`config.mk`:
```
export PLATFORM = sky130hd
export DESIGN_NAME = issue_queue_dispatcher
export DESIGN_NICKNAME = d
export VERILOG_FILES = /design/src/rtl/issue_queue_dispatcher.sv
export SDC_FILE = /design/constraint.sdc
export NUM_CORES = 2
export LEC_CHECK = 0
export CAP_MARGIN = 30
export CORE_MARGIN = 1
export CORE_UTILIZATION = 59
export CTS_CLUSTER_DIAMETER = 150
export DETAILED_ROUTE_END_ITERATION = 8
export PLACE_DENSITY = 0.89
export SYNTH_ARGS = -nofsm -noshare
export SYNTH_HDL_FRONTEND = slang
export SYNTH_SLANG_ARGS = --single-unit
```
`constraint.sdc`:
```
create_clock -name clk -period 22.7 [get_ports clk]
set_clock_uncertainty 0.1 [all_clocks]
set_input_delay 6.81 -clock clk [delete_from_list [all_inputs] [get_ports clk]]
set_output_delay 6.81 -clock clk [all_outputs]
set_load 0.02 [all_outputs]
```
`src/rtl/issue_queue_dispatcher.sv`:
```
// Dual-issue in-order issue queue: circular FIFO feeding a full-function lane (oldest)
// and a restricted lane (second-oldest), gated by a per-register multi-cycle scoreboard.
module issue_queue_dispatcher #(
  parameter int unsigned DEPTH     = 8,
  parameter int unsigned PAYLOAD_W = 192,
  parameter int unsigned MC_LAT    = 1
) (
  input  logic                 clk,
  input  logic                 rstn,
  input  logic                 flush,
  input  logic                 stall,
  input  logic [1:0]           in_valid,
  output logic                 in_ready,
  input  logic [31:0]          in_ctrl0,
  input  logic [31:0]          in_ctrl1,
  input  logic [4:0]           in_rk0,
  input  logic [4:0]           in_rk1,
  input  logic [4:0]           in_rj0,
  input  logic [4:0]           in_rj1,
  input  logic [4:0]           in_rd0,
  input  logic [4:0]           in_rd1,
  input  logic [PAYLOAD_W-1:0] in_payload0,
  input  logic [PAYLOAD_W-1:0] in_payload1,
  output logic                 iss_valid1,
  output logic [31:0]          iss_ctrl1,
  output logic [4:0]           iss_rk1,
  output logic [4:0]           iss_rj1,
  output logic [4:0]           iss_rd1,
  output logic [PAYLOAD_W-1:0] iss_payload1,
  output logic                 iss_valid0,
  output logic [31:0]          iss_ctrl0,
  output logic [4:0]           iss_rk0,
  output logic [4:0]           iss_rj0,
  output logic [4:0]           iss_rd0,
  output logic [PAYLOAD_W-1:0] iss_payload0,
  output logic [31:0]          raw_stall_count
);

  localparam int unsigned PW = $clog2(DEPTH);
  localparam int unsigned CW = PW + 1;
  localparam logic [CW-1:0] DepthC = CW'(DEPTH);
  localparam logic [1:0]    McLat  = 2'(MC_LAT);

  typedef logic [31:0][1:0] sb_t;

  function automatic logic f_blocked(input sb_t sb, input logic [4:0] r);
    return (r != 5'd0) && (sb[r] != 2'd0);
  endfunction

  function automatic logic f_ready(input sb_t sb, input logic [31:0] ctrl, input logic [4:0] rk,
                                   input logic [4:0] rj, input logic [4:0] rd);
    return !f_blocked(sb, rk) && !f_blocked(sb, rj) && !(ctrl[29] && f_blocked(sb, rd));
  endfunction

  function automatic logic f_mc_writer(input logic [31:0] ctrl, input logic [4:0] rd);
    return (ctrl[3:0] inside {4'd2, 4'd3, 4'd4, 4'd5}) && ctrl[6] && (rd != 5'd0);
  endfunction

  logic [31:0]          r_ctrl    [DEPTH];
  logic [4:0]           r_rk      [DEPTH];
  logic [4:0]           r_rj      [DEPTH];
  logic [4:0]           r_rd      [DEPTH];
  logic [PAYLOAD_W-1:0] r_payload [DEPTH];

  logic [PW-1:0] r_head;
  logic [PW-1:0] r_tail;
  logic [CW-1:0] r_count;
  sb_t           r_sb;
  logic [31:0]   r_raw;

  logic [PW-1:0] w_h1;
  logic [PW-1:0] w_tail1;
  logic          w_head_ready;
  logic          w_h1_ready;
  logic          w_h1_type_ok;
  logic          w_dep;
  logic          w_iss1;
  logic          w_iss0;
  logic          w_enq;
  logic [1:0]    w_push;
  logic [1:0]    w_pop;
  logic          w_raw_inc;
  sb_t           w_sb_d;

  assign in_ready = (DepthC - r_count) >= CW'(2);
  assign w_enq    = in_ready && (|in_valid);
  assign w_push   = w_enq ? ({1'b0, in_valid[0]} + {1'b0, in_valid[1]}) : 2'd0;
  assign w_tail1  = r_tail + PW'(in_valid[0]);
  assign w_h1     = r_head + PW'(1);

  assign w_head_ready = f_ready(r_sb, r_ctrl[r_head], r_rk[r_head], r_rj[r_head], r_rd[r_head]);
  assign w_h1_ready   = f_ready(r_sb, r_ctrl[w_h1], r_rk[w_h1], r_rj[w_h1], r_rd[w_h1]);
  assign w_h1_type_ok = r_ctrl[w_h1][3:0] inside {4'd0, 4'd1, 4'd4, 4'd7, 4'd8, 4'd9};

  // Same-cycle RAW between the pair: the second instruction must wait for the head's result.
  assign w_dep = r_ctrl[r_head][6] && (r_rd[r_head] != 5'd0) &&
                 ((r_rd[r_head] == r_rk[w_h1]) || (r_rd[r_head] == r_rj[w_h1]) ||
                  (r_ctrl[w_h1][29] && (r_rd[r_head] == r_rd[w_h1])));

  assign w_iss1 = (r_count != '0) && w_head_ready;
  assign w_iss0 = w_iss1 && (r_count >= CW'(2)) && w_h1_type_ok && w_h1_ready && !w_dep;

  assign w_pop     = stall ? 2'd0 : ({1'b0, w_iss1} + {1'b0, w_iss0});
  assign w_raw_inc = (r_count != '0) && !stall && !w_head_ready;

  always_comb begin
    w_sb_d = r_sb;
    if (!stall) begin
      for (int r = 0; r < 32; r++) begin
        if (r_sb[r] != 2'd0) w_sb_d[r] = r_sb[r] - 2'd1;
      end
      if (w_iss1 && f_mc_writer(r_ctrl[r_head], r_rd[r_head])) w_sb_d[r_rd[r_head]] = McLat;
      if (w_iss0 && f_mc_writer(r_ctrl[w_h1], r_rd[w_h1]))     w_sb_d[r_rd[w_h1]]   = McLat;
    end
  end

  always_ff @(posedge clk or negedge rstn) begin
    if (!rstn) begin
      r_head  <= '0;
      r_tail  <= '0;
      r_count <= '0;
      r_sb    <= '0;
      r_raw   <= '0;
    end else if (flush) begin
      r_head  <= '0;
      r_tail  <= '0;
      r_count <= '0;
      r_sb    <= '0;
    end else begin
      r_head  <= r_head + PW'(w_pop);
      r_tail  <= r_tail + PW'(w_push);
      r_count <= r_count + CW'(w_push) - CW'(w_pop);
      r_sb    <= w_sb_d;
      if (w_raw_inc) r_raw <= r_raw + 32'd1;
    end
  end

  // Entry storage needs no reset: nothing is visible unless occupancy covers it.
  always_ff @(posedge clk) begin
    if (w_enq && !flush) begin
      if (in_valid[0]) begin
        r_ctrl[r_tail]    <= in_ctrl0;
        r_rk[r_tail]      <= in_rk0;
        r_rj[r_tail]      <= in_rj0;
        r_rd[r_tail]      <= in_rd0;
        r_payload[r_tail] <= in_payload0;
      end
      if (in_valid[1]) begin
        r_ctrl[w_tail1]    <= in_ctrl1;
        r_rk[w_tail1]      <= in_rk1;
        r_rj[w_tail1]      <= in_rj1;
        r_rd[w_tail1]      <= in_rd1;
        r_payload[w_tail1] <= in_payload1;
      end
    end
  end

  always_comb begin
    iss_valid1   = 1'b0;
    iss_ctrl1    = '0;
    iss_rk1      = '0;
    iss_rj1      = '0;
    iss_rd1      = '0;
    iss_payload1 = '0;
    iss_valid0   = 1'b0;
    iss_ctrl0    = '0;
    iss_rk0      = '0;
    iss_rj0      = '0;
    iss_rd0      = '0;
    iss_payload0 = '0;
    if (w_iss1) begin
      iss_valid1   = 1'b1;
      iss_ctrl1    = r_ctrl[r_head];
      iss_rk1      = r_rk[r_head];
      iss_rj1      = r_rj[r_head];
      iss_rd1      = r_rd[r_head];
      iss_payload1 = r_payload[r_head];
    end
    if (w_iss0) begin
      iss_valid0   = 1'b1;
      iss_ctrl0    = r_ctrl[w_h1];
      iss_rk0      = r_rk[w_h1];
      iss_rj0      = r_rj[w_h1];
      iss_rd0      = r_rd[w_h1];
      iss_payload0 = r_payload[w_h1];
    end
  end

  assign raw_stall_count = r_raw;

endmodule

```
==> flow_metrics.env <==
export IMPL_hold_ws_ns=0.373
export IMPL_die_y_um=452
export IMPL_die_x_um=452
export IMPL_gp_congestion=0.988
export IMPL_finalSetupViolCount=0
export IMPL_tns_ns=0
export IMPL_overflow=0
export IMPL_period_share_pct=76.1
export IMPL_p_leak_nw=44.9
export IMPL_drc=0
export IMPL_cts_buffer_depth=3
export IMPL_power_density_nw_per_um2=107
export IMPL_ys_seq_area_share_pct=50.3
export IMPL_grt_antenna_before_repair=184
export IMPL_post_cts_resized=0
export IMPL_crit_type="reg -> out"
export IMPL_first_iter_violations=13100
export IMPL_worst_setup_path_start_kind="flop"
export IMPL_synth_cell_type_count=94
export IMPL_rr_worst_depth=21
export IMPL_vias=84800
export IMPL_synth_edf_count=1912
export IMPL_grt_max_degree=158
export IMPL_clkTransAtPathRegs_ns=0.06
export IMPL_synthArstFlopShare_pct=5.25
export IMPL_max_freq_mhz=57.9
export IMPL_synth_cells=7726
export IMPL_clock_latency_ns=0.87
export IMPL_crit_fanout=100
export IMPL_critPathSlowestCell="mux4_2"
export IMPL_vias_per_cell=7.40
export IMPL_synthesis_area_um2=119000
export IMPL_fin_nets=8989
export IMPL_crit_family="buffers and inverters"
export IMPL_grt_pass1_wl_um=591000
export IMPL_cts_setup_buffers=0
export IMPL_crit_required_ns=15.79
export IMPL_fillCellCount=12500
export IMPL_initial_utilization_pct=59.6
export IMPL_final_core_util_pct=69.4
export IMPL_slew_viol_final=42
export IMPL_hold_class="reg -> reg"
export IMPL_cts_sinks=2018
export IMPL_path_cells="buf_4 > buf_4 > mux2i_1 > mux4_2 > mux2_2 > a22o_1 > a22oi_1 > nand3_1 > o32ai_2 > nand2_8 > clkinv_2 > nand3_4 > buf_4 > buf_4 > a21oi_1 > clkdlybuf4s50_1"
export IMPL_cts_hold_buf=0
export IMPL_cpMostUsedCell="buf_4"
export IMPL_cts_made_buffers=211
export IMPL_syn_nets=8230
export IMPL_port_buffers=996
export IMPL_clockRootBuffer="clkbuf_16"
export IMPL_yosysWarnings=0
export IMPL_area_delta_synth_final_pct=16.6
export IMPL_final_layout_size_suffix_gt1_share_pct=39.6
export IMPL_pin_count=997
export IMPL_core_area_um2=200000
export IMPL_max_slew_margin_rel_pct=-4.29
export IMPL_wl_per_cell_um=36.3
export IMPL_crit_path_end_kind="primary output"
export IMPL_reg2reg_slack_ns=13.01
export IMPL_cts_tree="yes"
export IMPL_hold_viol_final=0
export IMPL_rsz0062_at_grt="false"
export IMPL_path_buf_inv=6
export IMPL_cts_htree_levels=4
export IMPL_hpwlAfterDp_um=252000
export IMPL_firstDrtPassIters=7
export IMPL_synth_ff_type="edfxtp_1"
export IMPL_rows=164
export IMPL_cp_num_cells=16
export IMPL_outcome="finished with violations"
export IMPL_synth_seq_cells=2018
export IMPL_irDropWorstVdd_mv=0.152
export IMPL_finalPower_w=0.0149
export IMPL_first_global_vias=83100
export IMPL_grt_usage_pct=40.0
export IMPL_holdPathStages=1
export IMPL_slowest_delay_ns=0.96
export IMPL_violations="max-slew violations"
export IMPL_worstPathArrival_ns=10.36
export IMPL_post_route_min_period_ns=17.27
export IMPL_antenna_left=0
export IMPL_tightest_slew_ns=1.56
export IMPL_die_area_um2=204000
export IMPL_wirelength_um=416000
export IMPL_syn_area_per_cell_um2=15.5
export IMPL_max_cap_violations=0
## cell families after synthesis
family          Yosys count  synth area share (%)
compound gates          443                  2.45
mux                    3280                  39.5
xor+xnor                 57                 0.424
buf+inv                 693                  2.46
flops                  2018                  50.3
simple gates           1215                  4.69
fa+ha+maj                20                 0.235
## cells in the mapped netlist (all sizes together), types with 20 or more instances
| cell | number | area [µm²] |
|---|---|---|
| nand4 | 20 | 144 |
| nor3b | 38 | 285 |
| nand3b | 21 | 158 |
| or3 | 21 | 171 |
| a21oi | 247 | 1240 |
| inv | 58 | 218 |
| nor2 | 357 | 1340 |
| clkbuf | 429 | 1610 |
| a211oi | 25 | 188 |
| a221oi | 25 | 325 |
| nor3 | 50 | 272 |
| nor4 | 28 | 181 |
| mux4 | 945 | 21300 |
| nand3 | 42 | 228 |
| xor2 | 20 | 175 |
| nand2b | 30 | 188 |
| mux2i | 389 | 3920 |
| mux2 | 1946 | 21900 |
| nor2b | 31 | 194 |
| dfrtp | 106 | 2650 |
| xnor2 | 37 | 332 |
| o21ai | 26 | 130 |
| nand2 | 508 | 1910 |
| edfxtp | 1912 | 57400 |
| buf | 202 | 1100 |
## cell usage in the layout (no fill, tap or decap), types with 58 or more instances in the layout
| master | synthesis | final |
|---|---|---|
| clkbuf_1 | 429 | 60 |
| a21oi_1 | 247 | 247 |
| clkbuf_16 | 0 | 216 |
| mux2_2 | 1945 | 1945 |
| clkdlybuf4s50_1 | 0 | 993 |
| diode_2 | 0 | 146 |
| inv_1 | 58 | 58 |
| nand2_1 | 507 | 503 |
| edfxtp_1 | 1912 | 1912 |
| mux2i_1 | 386 | 384 |
| mux4_2 | 943 | 943 |
| nor2_1 | 356 | 356 |
| buf_4 | 11 | 143 |
| dfrtp_1 | 106 | 103 |
## state kept, by name (all words and copies together), names as in the netlist
signal	count
raw_stall_count	32
r_sb	64
r_count	4
r_ctrl	256
r_head	3
r_tail	3
r_rk	40
r_rd	40
r_rj	40
r_payload	1536
## per-stage QoR
step / cells / setup slack, ns / cell area, µm²
6_report: 11500 / 5.43 / 139000
5_1_grt: 11400 / 5.04 / 139000
4_1_cts: 11300 / 5.41 / 139000
3_5_place_dp: 10900 / 6.44 / 132000
3_3_place_gp: 10900 / 6.81 / 132000
2_1_floorplan: 7726 / -2.76 / 119000
## layer usage
layer | wire length, µm | vias to the layer above | GRT usage, % | share of wire, %
met3 | 51800 | 1702 | 11.4 | 12
met1 | 134000 | 42700 | 48.5 | 32
met4 | 38000 | 74 | 32.3 | 9.1
met5 | 479 | - | 0 | 0.12
li1 | - | 32900 | - | -
met2 | 192000 | 7476 | 59.9 | 46
## final cells by class
type	instances	area [µm²]	share of cell area, %
clock buffers	280	5690	4.08
flip-flops and latches	2018	60100	43.2
multi-input cells	5015	56700	40.7
clock inverters	107	918	0.660
diodes	146	365	0.262
inverters	62	234	0.168
well taps	2656	3320	2.39
repair buffers	1177	11900	8.57
## report_power, final
part	leakage, nW	switching, W	internal, W
Clock	3.20	0.00154	0.00184
Combinational	22.9	0.00407	0.00280
Sequential	18.7	0.000170	0.00448
Total	44.9	0.00578	0.00912
## final timing paths
kind,start,end
setup / recovery,r_head[0],iss_payload0[123]
hold / removal,raw_stall_count[31],raw_stall_count[31]
setup reg to reg,r_head[0],r_count[2]
hold reg to reg,raw_stall_count[31],raw_stall_count[31]
max in group asynchronous,rstn,r_head[0]
min in group asynchronous,rstn,raw_stall_count[5]
No activity file was read; power rests on OpenSTA's default activity.
